<file path="config.mk">
export PLATFORM = sky130hd
export DESIGN_NAME = rmii_rx
export DESIGN_NICKNAME = d
export VERILOG_FILES = /design/src/rtl/rmii_rx.sv
export SDC_FILE = /design/constraint.sdc
export NUM_CORES = 1
export LEC_CHECK = 0
export ABC_AREA = 1
export CORE_MARGIN = 2
export CORE_UTILIZATION = 30
export DETAILED_ROUTE_END_ITERATION = 7
export PLACE_DENSITY = 0.55
export REMOVE_ABC_BUFFERS = 1
export SLEW_MARGIN = 20
export SYNTH_ARGS = -nofsm -noshare
export SYNTH_HDL_FRONTEND = slang
export SYNTH_SLANG_ARGS = --single-unit
</file>
<file path="constraint.sdc">
create_clock -name clk_50MHz -period 2 [get_ports clk_50MHz]
set_clock_uncertainty 0.05 [all_clocks]
set_input_delay 0.4 -clock clk_50MHz [delete_from_list [all_inputs] [get_ports clk_50MHz]]
set_output_delay 0.4 -clock clk_50MHz [all_outputs]
set_load 0.005 [all_outputs]
</file>
<file path="src/rtl/rmii_rx.sv">
// RMII receive path: preamble/SFD hunt, dibit-to-byte assembly, CRC-32 residue check,
// and per-frame status (length, CRC, error) presented on a one-cycle rx_eof strobe.
module rmii_rx #(
    parameter int unsigned MIN_PRE = 4,
    parameter int unsigned MAX_LEN = 1522,
    parameter int unsigned MIN_LEN = 64
) (
    input  logic        clk_50MHz,
    input  logic        rst_n,
    input  logic        CRS_DV,
    input  logic        RX0,
    input  logic        RX1,
    input  logic        RX_ER,
    output logic [7:0]  rx_data,
    output logic        rx_valid,
    output logic        rx_sof,
    output logic        rx_eof,
    output logic        rx_crc_ok,
    output logic        rx_err,
    output logic [10:0] rx_len
);

    localparam int unsigned PRE_W = $clog2(MIN_PRE + 2);
    localparam logic [PRE_W-1:0] MIN_PRE_C = PRE_W'(MIN_PRE);
    localparam logic [10:0] MAX_LEN_C = 11'(MAX_LEN);
    localparam logic [10:0] MIN_LEN_C = 11'(MIN_LEN);
    localparam logic [10:0] LEN_SAT = 11'h7FF;
    localparam logic [31:0] CRC_POLY = 32'hEDB8_8320;
    localparam logic [31:0] CRC_INIT = 32'hFFFF_FFFF;
    localparam logic [31:0] CRC_RESIDUE = 32'hDEBB_20E3;

    typedef enum logic [1:0] {
        StIdle,
        StPre,
        StData,
        StDrop
    } state_e;

    state_e           state_q, state_d;
    logic [PRE_W-1:0] pre_cnt_q, pre_cnt_d;
    logic [1:0]       idx_q, idx_d;
    logic [5:0]       sr_q, sr_d;
    logic [31:0]      crc_q, crc_d;
    logic [10:0]      len_q, len_d;
    logic             err_flag_q, err_flag_d;
    logic             drop_eof_q, drop_eof_d;
    logic             low_cnt_q, low_cnt_d;
    logic             quiet_q, quiet_d;
    logic [7:0]       data_q, data_d;
    logic             valid_q, valid_d;
    logic             sof_q, sof_d;
    logic             eof_q, eof_d;
    logic             crc_ok_q, crc_ok_d;
    logic             err_q, err_d;
    logic [10:0]      len_out_q, len_out_d;

    logic [1:0]  dibit;
    logic [7:0]  byte_full;
    logic [10:0] len_inc;

    function automatic logic [31:0] crc_byte(input logic [31:0] crc, input logic [7:0] b);
        logic [31:0] c;
        c = crc ^ {24'h0, b};
        for (int i = 0; i < 8; i++) begin
            c = c[0] ? ((c >> 1) ^ CRC_POLY) : (c >> 1);
        end
        return c;
    endfunction

    assign dibit     = {RX1, RX0};
    assign byte_full = {dibit, sr_q};
    assign len_inc   = (len_q == LEN_SAT) ? len_q : len_q + 11'd1;

    always_comb begin
        state_d    = state_q;
        pre_cnt_d  = pre_cnt_q;
        idx_d      = idx_q;
        sr_d       = sr_q;
        crc_d      = crc_q;
        len_d      = len_q;
        err_flag_d = err_flag_q;
        drop_eof_d = drop_eof_q;
        low_cnt_d  = low_cnt_q;
        quiet_d    = quiet_q | ~CRS_DV;
        data_d     = data_q;
        valid_d    = 1'b0;
        sof_d      = 1'b0;
        eof_d      = 1'b0;
        crc_ok_d   = crc_ok_q;
        err_d      = err_q;
        len_out_d  = len_out_q;

        unique case (state_q)
            StIdle: begin
                // Carrier already up since reset: mid-frame, so sit it out in DROP.
                if (CRS_DV && !quiet_q) begin
                    state_d    = StDrop;
                    drop_eof_d = 1'b0;
                    low_cnt_d  = 1'b0;
                end else if (CRS_DV && dibit == 2'b01) begin
                    state_d   = StPre;
                    pre_cnt_d = PRE_W'(1);
                end
            end

            StPre: begin
                if (!CRS_DV) begin
                    state_d = StIdle;
                end else begin
                    case (dibit)
                        2'b01: begin
                            if (pre_cnt_q < MIN_PRE_C) begin
                                pre_cnt_d = pre_cnt_q + PRE_W'(1);
                            end
                        end
                        2'b11: begin
                            if (pre_cnt_q >= MIN_PRE_C) begin
                                state_d    = StData;
                                idx_d      = 2'd0;
                                sr_d       = 6'd0;
                                len_d      = 11'd0;
                                crc_d      = CRC_INIT;
                                err_flag_d = 1'b0;
                            end else begin
                                state_d    = StDrop;
                                drop_eof_d = 1'b0;
                                low_cnt_d  = 1'b0;
                            end
                        end
                        default: begin
                            state_d    = StDrop;
                            drop_eof_d = 1'b0;
                            low_cnt_d  = 1'b0;
                        end
                    endcase
                end
            end

            StData: begin
                err_flag_d = err_flag_q | RX_ER;
                if (!CRS_DV && idx_q == 2'd0) begin
                    state_d   = StIdle;
                    eof_d     = 1'b1;
                    crc_ok_d  = (crc_q == CRC_RESIDUE);
                    len_out_d = len_q;
                    err_d     = err_flag_q | RX_ER | (len_q < MIN_LEN_C) | (len_q > MAX_LEN_C);
                end else if (!CRS_DV && idx_q[0]) begin
                    // Carrier lost mid-nibble: byte alignment is unrecoverable.
                    state_d    = StDrop;
                    drop_eof_d = 1'b1;
                    low_cnt_d  = 1'b0;
                    err_flag_d = 1'b1;
                end else begin
                    // CRS_DV low at index 2 is the PHY's carrier-drop toggle; data is still valid.
                    idx_d = idx_q + 2'd1;
                    if (idx_q == 2'd3) begin
                        crc_d = crc_byte(crc_q, byte_full);
                        len_d = len_inc;
                        if (len_q >= MAX_LEN_C) begin
                            state_d    = StDrop;
                            drop_eof_d = 1'b1;
                            low_cnt_d  = 1'b0;
                            err_flag_d = 1'b1;
                        end else begin
                            valid_d = 1'b1;
                            data_d  = byte_full;
                            sof_d   = (len_q == 11'd0);
                        end
                    end else begin
                        sr_d = {dibit, sr_q[5:2]};
                    end
                end
            end

            StDrop: begin
                if (CRS_DV) begin
                    low_cnt_d = 1'b0;
                end else if (low_cnt_q) begin
                    state_d    = StIdle;
                    low_cnt_d  = 1'b0;
                    drop_eof_d = 1'b0;
                    if (drop_eof_q) begin
                        eof_d     = 1'b1;
                        err_d     = 1'b1;
                        crc_ok_d  = 1'b0;
                        len_out_d = len_q;
                    end
                end else begin
                    low_cnt_d = 1'b1;
                end
            end
        endcase
    end

    always_ff @(posedge clk_50MHz or negedge rst_n) begin
        if (!rst_n) begin
            state_q    <= StIdle;
            pre_cnt_q  <= '0;
            idx_q      <= 2'd0;
            sr_q       <= 6'd0;
            crc_q      <= CRC_INIT;
            len_q      <= 11'd0;
            err_flag_q <= 1'b0;
            drop_eof_q <= 1'b0;
            low_cnt_q  <= 1'b0;
            quiet_q    <= 1'b0;
            data_q     <= 8'h00;
            valid_q    <= 1'b0;
            sof_q      <= 1'b0;
            eof_q      <= 1'b0;
            crc_ok_q   <= 1'b0;
            err_q      <= 1'b0;
            len_out_q  <= 11'd0;
        end else begin
            state_q    <= state_d;
            pre_cnt_q  <= pre_cnt_d;
            idx_q      <= idx_d;
            sr_q       <= sr_d;
            crc_q      <= crc_d;
            len_q      <= len_d;
            err_flag_q <= err_flag_d;
            drop_eof_q <= drop_eof_d;
            low_cnt_q  <= low_cnt_d;
            quiet_q    <= quiet_d;
            data_q     <= data_d;
            valid_q    <= valid_d;
            sof_q      <= sof_d;
            eof_q      <= eof_d;
            crc_ok_q   <= crc_ok_d;
            err_q      <= err_d;
            len_out_q  <= len_out_d;
        end
    end

    assign rx_data   = data_q;
    assign rx_valid  = valid_q;
    assign rx_sof    = sof_q;
    assign rx_eof    = eof_q;
    assign rx_crc_ok = crc_ok_q;
    assign rx_err    = err_q;
    assign rx_len    = len_out_q;

endmodule

</file>
==> out/qor.csv, run 1 <==
metric,value,unit
outcome,completed,
diode count,0,
TritonCTS buffer count,9,
Synth cell types,47,
critical path cell sequence,inv_1 > ha_1 > nand2_1 > nor2_1 > buf_4 > nor2_1 > nand3_1 > a21oi_4 > buf_6 > buf_4 > nand3_1 > o21ai_0,
final hold viol count,0,
Min Hold Slack,418,ps
placed cell count,960,
vias in the first global route,4310,
clk buf depth,2,
Vias,4570,
Site Rows,47,
Cell Pwr Density,1300,mW/mm^2
Setup Viol. Count Final,0,
mean routed wirelength per cell,14.0,um
stages on the worst setup path,12,
initial drt markers,227,
vias per std cell,4.66,
Post-Syn Area,0.00505,sq mm
initial antenna violation count,0,
upper clock frequency limit,526,MHz
FF-to-FF Start,idx_q[0]$_DFFE_PN0P_,
number of port buffers,29,
ANT nets after route,0,
minimum clock period,1900,ps
Syn Area/Cell,7.64,sq um
reported max-cap violation count,0,
largest net degree at the start of global routing,35,
max incr delay on CP,350,ps
initial core utilization,30.6,%
Worst Setup SP,idx_q[0]$_DFFE_PN0P_,
Hold Crit Start,quiet_q$_DFF_PN0_,
headroom to the max-slew limit,67.3,%
peak supply drop,0.593,mV
slowest CP cell,dfrtp_1,
Final GP Congestion,0.879,
Layout area overhead,27.4,%
Least-Margin Pin Slew,486,ps
Final Max Slew Viols,0,
first-pass GRT wire length,22400,um
clock sinks,84,
Ports,30,
clk slew on worst S/H paths,70,ps
sum of buffers and inverters on the critical path,4,
Residual DRC,0,
WS Path Type,reg -> reg,
fill count,1688,
gr usage total,16.0,%
share of cells above drive strength 1,20.3,%
die outline height,134,um
Layout Cells excl Fill,980,
Syn Inst Count,661,
P_leak,3.15,nW
Clock Root Buffer,clkbuf_16,
"most common cell after layout, fill and taps aside",nand2_1,
Worst Path Required,2230,ps
Worst-Skew Late Latency,350,ps
Cells on Worst Hold Path,1,
Syn. warnings,0,
sequential area share after synthesis,42.4,%
#FFs+latches synth,84,
CTS tree,built,
CP Capture Type,flop,
Core Footprint,0.0165,sq mm
total global routing overflow,0,
routed wire length,13700,um
critical path peak fanout,5,
layout net count,766,
Design Power,8.38,mW
die area,0.0179,sq mm
Worst Reg-to-Reg Cells,12,
DR pass1 iterations,4,
RSZ-0062 raised after global routing,true,
H-tree level count,3,
crit-path leading delay family,buffers and inverters,
crit path DAT,2130,ps
hold crit path type,reg -> reg,
die extent in x,134,um
Startpoint Class,flop,
crit share post-route,95.1,%
"commonest non-fill, non-tap cells in the layout","nand2_1 (208), inv_1 (73), buf_4 (64)",
Post-DP HPWL,10400,um
-- synth_stat cells, drive strengths merged --
library cell / n / share of area (%)
buf: 16 / 2.2
nor4: 3 / 0.37
a32oi: 1 / 0.17
a21o: 1 / 0.15
dfstp: 32 / 17
xor2: 37 / 6.6
o31ai: 1 / 0.15
a22oi: 10 / 1.5
nor2: 48 / 4.0
inv: 79 / 5.9
ha: 5 / 1.2
o21a: 8 / 1.2
nor3: 7 / 0.79
clkinv: 1 / 0.099
nand3: 55 / 5.6
o22ai: 1 / 0.12
or2: 3 / 0.37
nand2: 217 / 17
o21ai: 39 / 4.2
dfrtp: 52 / 26
o211ai: 1 / 0.15
nand4: 15 / 2.0
and2: 1 / 0.12
a21boi: 1 / 0.15
a21oi: 15 / 1.7
nand3b: 1 / 0.15
a31oi: 1 / 0.12
xnor2: 10 / 2.0
-- registers in the layout, summed over array words and instances (netlist names) --
| name | cells |
|---|---|
| crc_q | 32 |
| len_q | 11 |
| rx_len | 11 |
| rx_data | 8 |
| sr_q | 6 |
| pre_cnt_q | 3 |
| idx_q | 2 |
| state_q | 2 |
| drop_eof_q | 1 |
| err_flag_q | 1 |
| low_cnt_q | 1 |
| quiet_q | 1 |
| rx_crc_ok | 1 |
| rx_eof | 1 |
| rx_err | 1 |
| rx_sof | 1 |
| rx_valid | 1 |
-- repair_timing --
action                                  CTS  global route
buffers inserted                          0             2
hold buffers                              1             0
endpoints found under the setup margin    0            25
hold endpoints to repair                 29             0
resized for setup                         0            15
-- power by group --
part	switching [mW]	leakage, nW	internal, mW
sequential	0.261	1.04	2.01
combinational	2.69	1.96	1.69
clock	0.749	0.149	0.984
-- metal layers --
| metal | up-vias | routed length [um] | GRT usage, % |
|---|---|---|---|
| li1 | 2301 | - | - |
| met1 | 2165 | 6790 | 22.9 |
| met2 | 83 | 6150 | 24.5 |
| met3 | 21 | 569 | 3.06 |
| met4 | 0 | 222 | 5.14 |
| met5 | - | 0 | 0 |
-- final timing paths --
check | to | slack [ps]
worst min register to register | quiet_q$_DFF_PN0_ | 420
worst min-delay path | quiet_q$_DFF_PN0_ | 420
min in group asynchronous | rx_crc_ok$_DFFE_PN0P_ | 490
worst max-delay path | sr_q[1]$_DFFE_PN0P_ | 100
worst max register to register | sr_q[1]$_DFFE_PN0P_ | 100
max in group asynchronous | crc_q[22]$_DFFE_PN1P_ | 760
-- logic make-up (layout without fill, tap and decap cells) --
kind of cell / count (synthesis) / in the layout / share of synthesized area, %
AOI/OAI and AO/OA: 79 / 79 / 9.56
buffers and inverters: 96 / 195 / 8.25
adders and majority gates: 5 / 5 / 1.24
and+or+nand+nor: 350 / 350 / 30.0
DFF: 84 / 84 / 42.4
xor gates and xnor gates: 47 / 47 / 8.59
-- stage by stage --
| stage | area, sq um | TNS [ps] | setup slack [ps] | util [%] |
|---|---|---|---|---|
| global route | 6430 | -14.3 | -12.2 | 38.9 |
| floorplan | 4940 | 0 | 116 | - |
| CTS | 6360 | 0 | 99.5 | 38.5 |
| detailed placement | 6050 | -10980 | -267 | 36.6 |
| global placement | 6050 | -8200 | -226 | 36.6 |
| finish | 6430 | 0 | 98.6 | 38.9 |
-- area by class of cell --
cell class              instances  area [sq um]  area share, %
repair buffers                 99           870           13.5
clock buffers                  10           229           3.56
flip-flops and latches         84          2140           33.3
well taps                     220           275           4.28
multi-input cells             481          2540           39.5
inverters                      80           307           4.76
clock inverters                 6          72.6           1.13
No activity file was read; power rests on OpenSTA's default activity.
==> inputs of run 2 (changes only) <==
--- a/config.mk
+++ b/config.mk
@@ -6,6 +6,7 @@
 export NUM_CORES = 1
 export LEC_CHECK = 0
 export ABC_AREA = 1
+export CAP_MARGIN = 20
 export CORE_MARGIN = 2
 export CORE_UTILIZATION = 30
 export DETAILED_ROUTE_END_ITERATION = 7
==> results of run 2 <==
Same layout as run 1: the final DEF is identical, and so are final timing and power.
==> inputs of run 3 (changes only) <==
--- a/config.mk
+++ b/config.mk
@@ -10,6 +10,7 @@
 export CORE_MARGIN = 2
 export CORE_UTILIZATION = 30
 export DETAILED_ROUTE_END_ITERATION = 7
+export GPL_TIMING_DRIVEN = 0
 export PLACE_DENSITY = 0.55
 export REMOVE_ABC_BUFFERS = 1
 export SLEW_MARGIN = 20
==> run 3 against run 2 <==
  * Combinational power is 4% lower
  * Wire length is 2.0% lower
  * First-iteration DRC count is 43% higher
  * Clock-buffer cell count is 1 higher
  * Sequential cell count stayed put
  * Sequential power hardly changed
  * Critical endpoint is now crc_q[6]$_DFFE_PN1P_
  * Largest power group unchanged
==> out/qor.csv, run 3 (synthesis gave the netlist of run 1 again) <==
metric,value,unit
outcome,completed,
clock sinks,84,
max incr delay on CP,480,ps
ANT nets after route,0,
WS Path Type,reg -> reg,
Vias,4413,
Cell Pwr Density,1320,mW/mm^2
max reg flops,32,
vias in the first global route,4228,
total global routing overflow,0,
reported max-cap violation count,0,
critical path cell sequence,inv_2 > nand2_2 > o21ai_4 > nand3_2 > nor2_4 > nand3_4 > inv_8 > buf_4 > buf_4 > a31oi_1,
die extent in x,134,um
vias per std cell,4.72,
Post-DP HPWL,9210,um
placed cell count,895,
"most used cell, CP",buf_4,
Startpoint Class,flop,
Least-Margin Pin Slew,480,ps
DR pass1 iterations,5,
initial antenna violation count,0,
minimum clock period,1900,ps
Core Footprint,0.0165,sq mm
Worst Path Required,2220,ps
clk buf depth,2,
peak supply drop,0.524,mV
diode count,0,
P_leak,2.92,nW
Site Rows,47,
Design Power,8.21,mW
hold crit path type,reg -> reg,
Residual DRC,0,
critical path peak fanout,6,
setup ws final,103,ps
CTS tree,built,
slowest CP cell,dfrtp_2,
upper clock frequency limit,527,MHz
die area,0.0179,sq mm
RSZ-0062 raised after global routing,true,
die outline height,134,um
mean routed wirelength per cell,14.4,um
first-pass GRT wire length,22200,um
Top reg by flops,crc_q,
TritonCTS buffer count,9,
Layout area overhead,22.8,%
gr usage total,15.8,%
number of port buffers,29,
Final GP Congestion,0.835,
share of cells above drive strength 1,16.8,%
Layout Cells excl Fill,935,
"commonest non-fill, non-tap cells in the layout","nand2_1 (204), inv_1 (71), nand3_1 (53)",
clk slew on worst S/H paths,60,ps
largest net degree at the start of global routing,56,
final hold viol count,0,
CP Capture Type,flop,
initial drt markers,325,
layout net count,721,
H-tree level count,3,
Worst-Skew Late Latency,350,ps
Final Max Slew Viols,0,
Ports,30,
crit path DAT,2120,ps
headroom to the max-slew limit,67.7,%
DP Worst Slack,-817,ps
Clock Root Buffer,clkbuf_16,
Setup TNS Final,0,ps
crit share post-route,94.9,%
"most common cell after layout, fill and taps aside",nand2_1,
Setup Viol. Count Final,0,
fill count,1741,
routed wire length,13500,um
initial core utilization,30.6,%
run 3: cell count changes in the layout (fill, tap and decap cells not counted), sizes merged:
cell and delta:
dlymetal6s2s -1, dlygate4sd2 +2, buf -47, clkdlybuf4s50 -2
nand2 +1, clkinvlp +1, clkbuf +2, clkinv -1
run 3: worst paths after layout:
| check | start | slack, ps | cells after the start | endpoint |
|---|---|---|---|---|
| hold reg to reg | quiet_q$_DFF_PN0_ | 420 | 1 | quiet_q$_DFF_PN0_ |
| setup reg to reg | state_q[1]$_DFFE_PN0P_ | 100 | 10 | crc_q[6]$_DFFE_PN1P_ |
| max in group asynchronous | rst_n | 740 | 3 | crc_q[11]$_DFFE_PN1P_ |
| hold / removal | quiet_q$_DFF_PN0_ | 420 | 1 | quiet_q$_DFF_PN0_ |
| setup / recovery | state_q[1]$_DFFE_PN0P_ | 100 | 10 | crc_q[6]$_DFFE_PN1P_ |
| min in group asynchronous | rst_n | 480 | 2 | rx_len[0]$_DFFE_PN0P_ |
run 3: power by group:
part	total [mW]	internal (mW)	switching, mW
Sequential	2.29	2.02	0.276
Clock	1.71	1.01	0.700
Combinational	4.21	1.50	2.71
run 3: worst max-delay path: cells and delay by family (launching register included):
family	cells	cell delay [ps]
buffers and inverters	4	440
AOI/OAI and AO/OA	2	250
and+or+nand+nor	4	590
DFF	1	480
run 3: per-layer routing:
metal  track usage, %  share of wire, %  vias to the layer above
met4             6.21               2.2                        0
met5                0                 0                        -
met1             22.8                49                     2069
met3             2.27               4.2                       19
li1                 -                 -                     2224
met2             23.9                44                      101
run 3: timing repair:
item,CTS,global route
hold buffers,1,0
setup buffers,4,17
setup endpoints to repair,74,66
cloned,2,0
pin swaps,4,9
endpoints found under the hold margin,11,0
resized for setup,20,27
run 3: through the flow:
stage,hold slack [ps],area (sq um),util (%)
3_3_place_gp,404,5510,33.3
6_report,421,6200,37.5
5_1_grt,442,6200,37.5
4_1_cts,422,5980,36.2
3_5_place_dp,322,5530,33.5
2_1_floorplan,54.4,4940,-
run 3: area by class of cell:
cell class | instances | area (sq um) | area share, %
multi-input combinational | 482 | 2630 | 42.3
sequential | 84 | 2150 | 34.6
timing repair buffer | 52 | 517 | 8.33
inverter | 80 | 329 | 5.30
tap | 220 | 275 | 4.44
clock buffer | 11 | 243 | 3.91
clock inverter | 5 | 60.1 | 0.968
timing repair inverter | 1 | 6.26 | 0.101
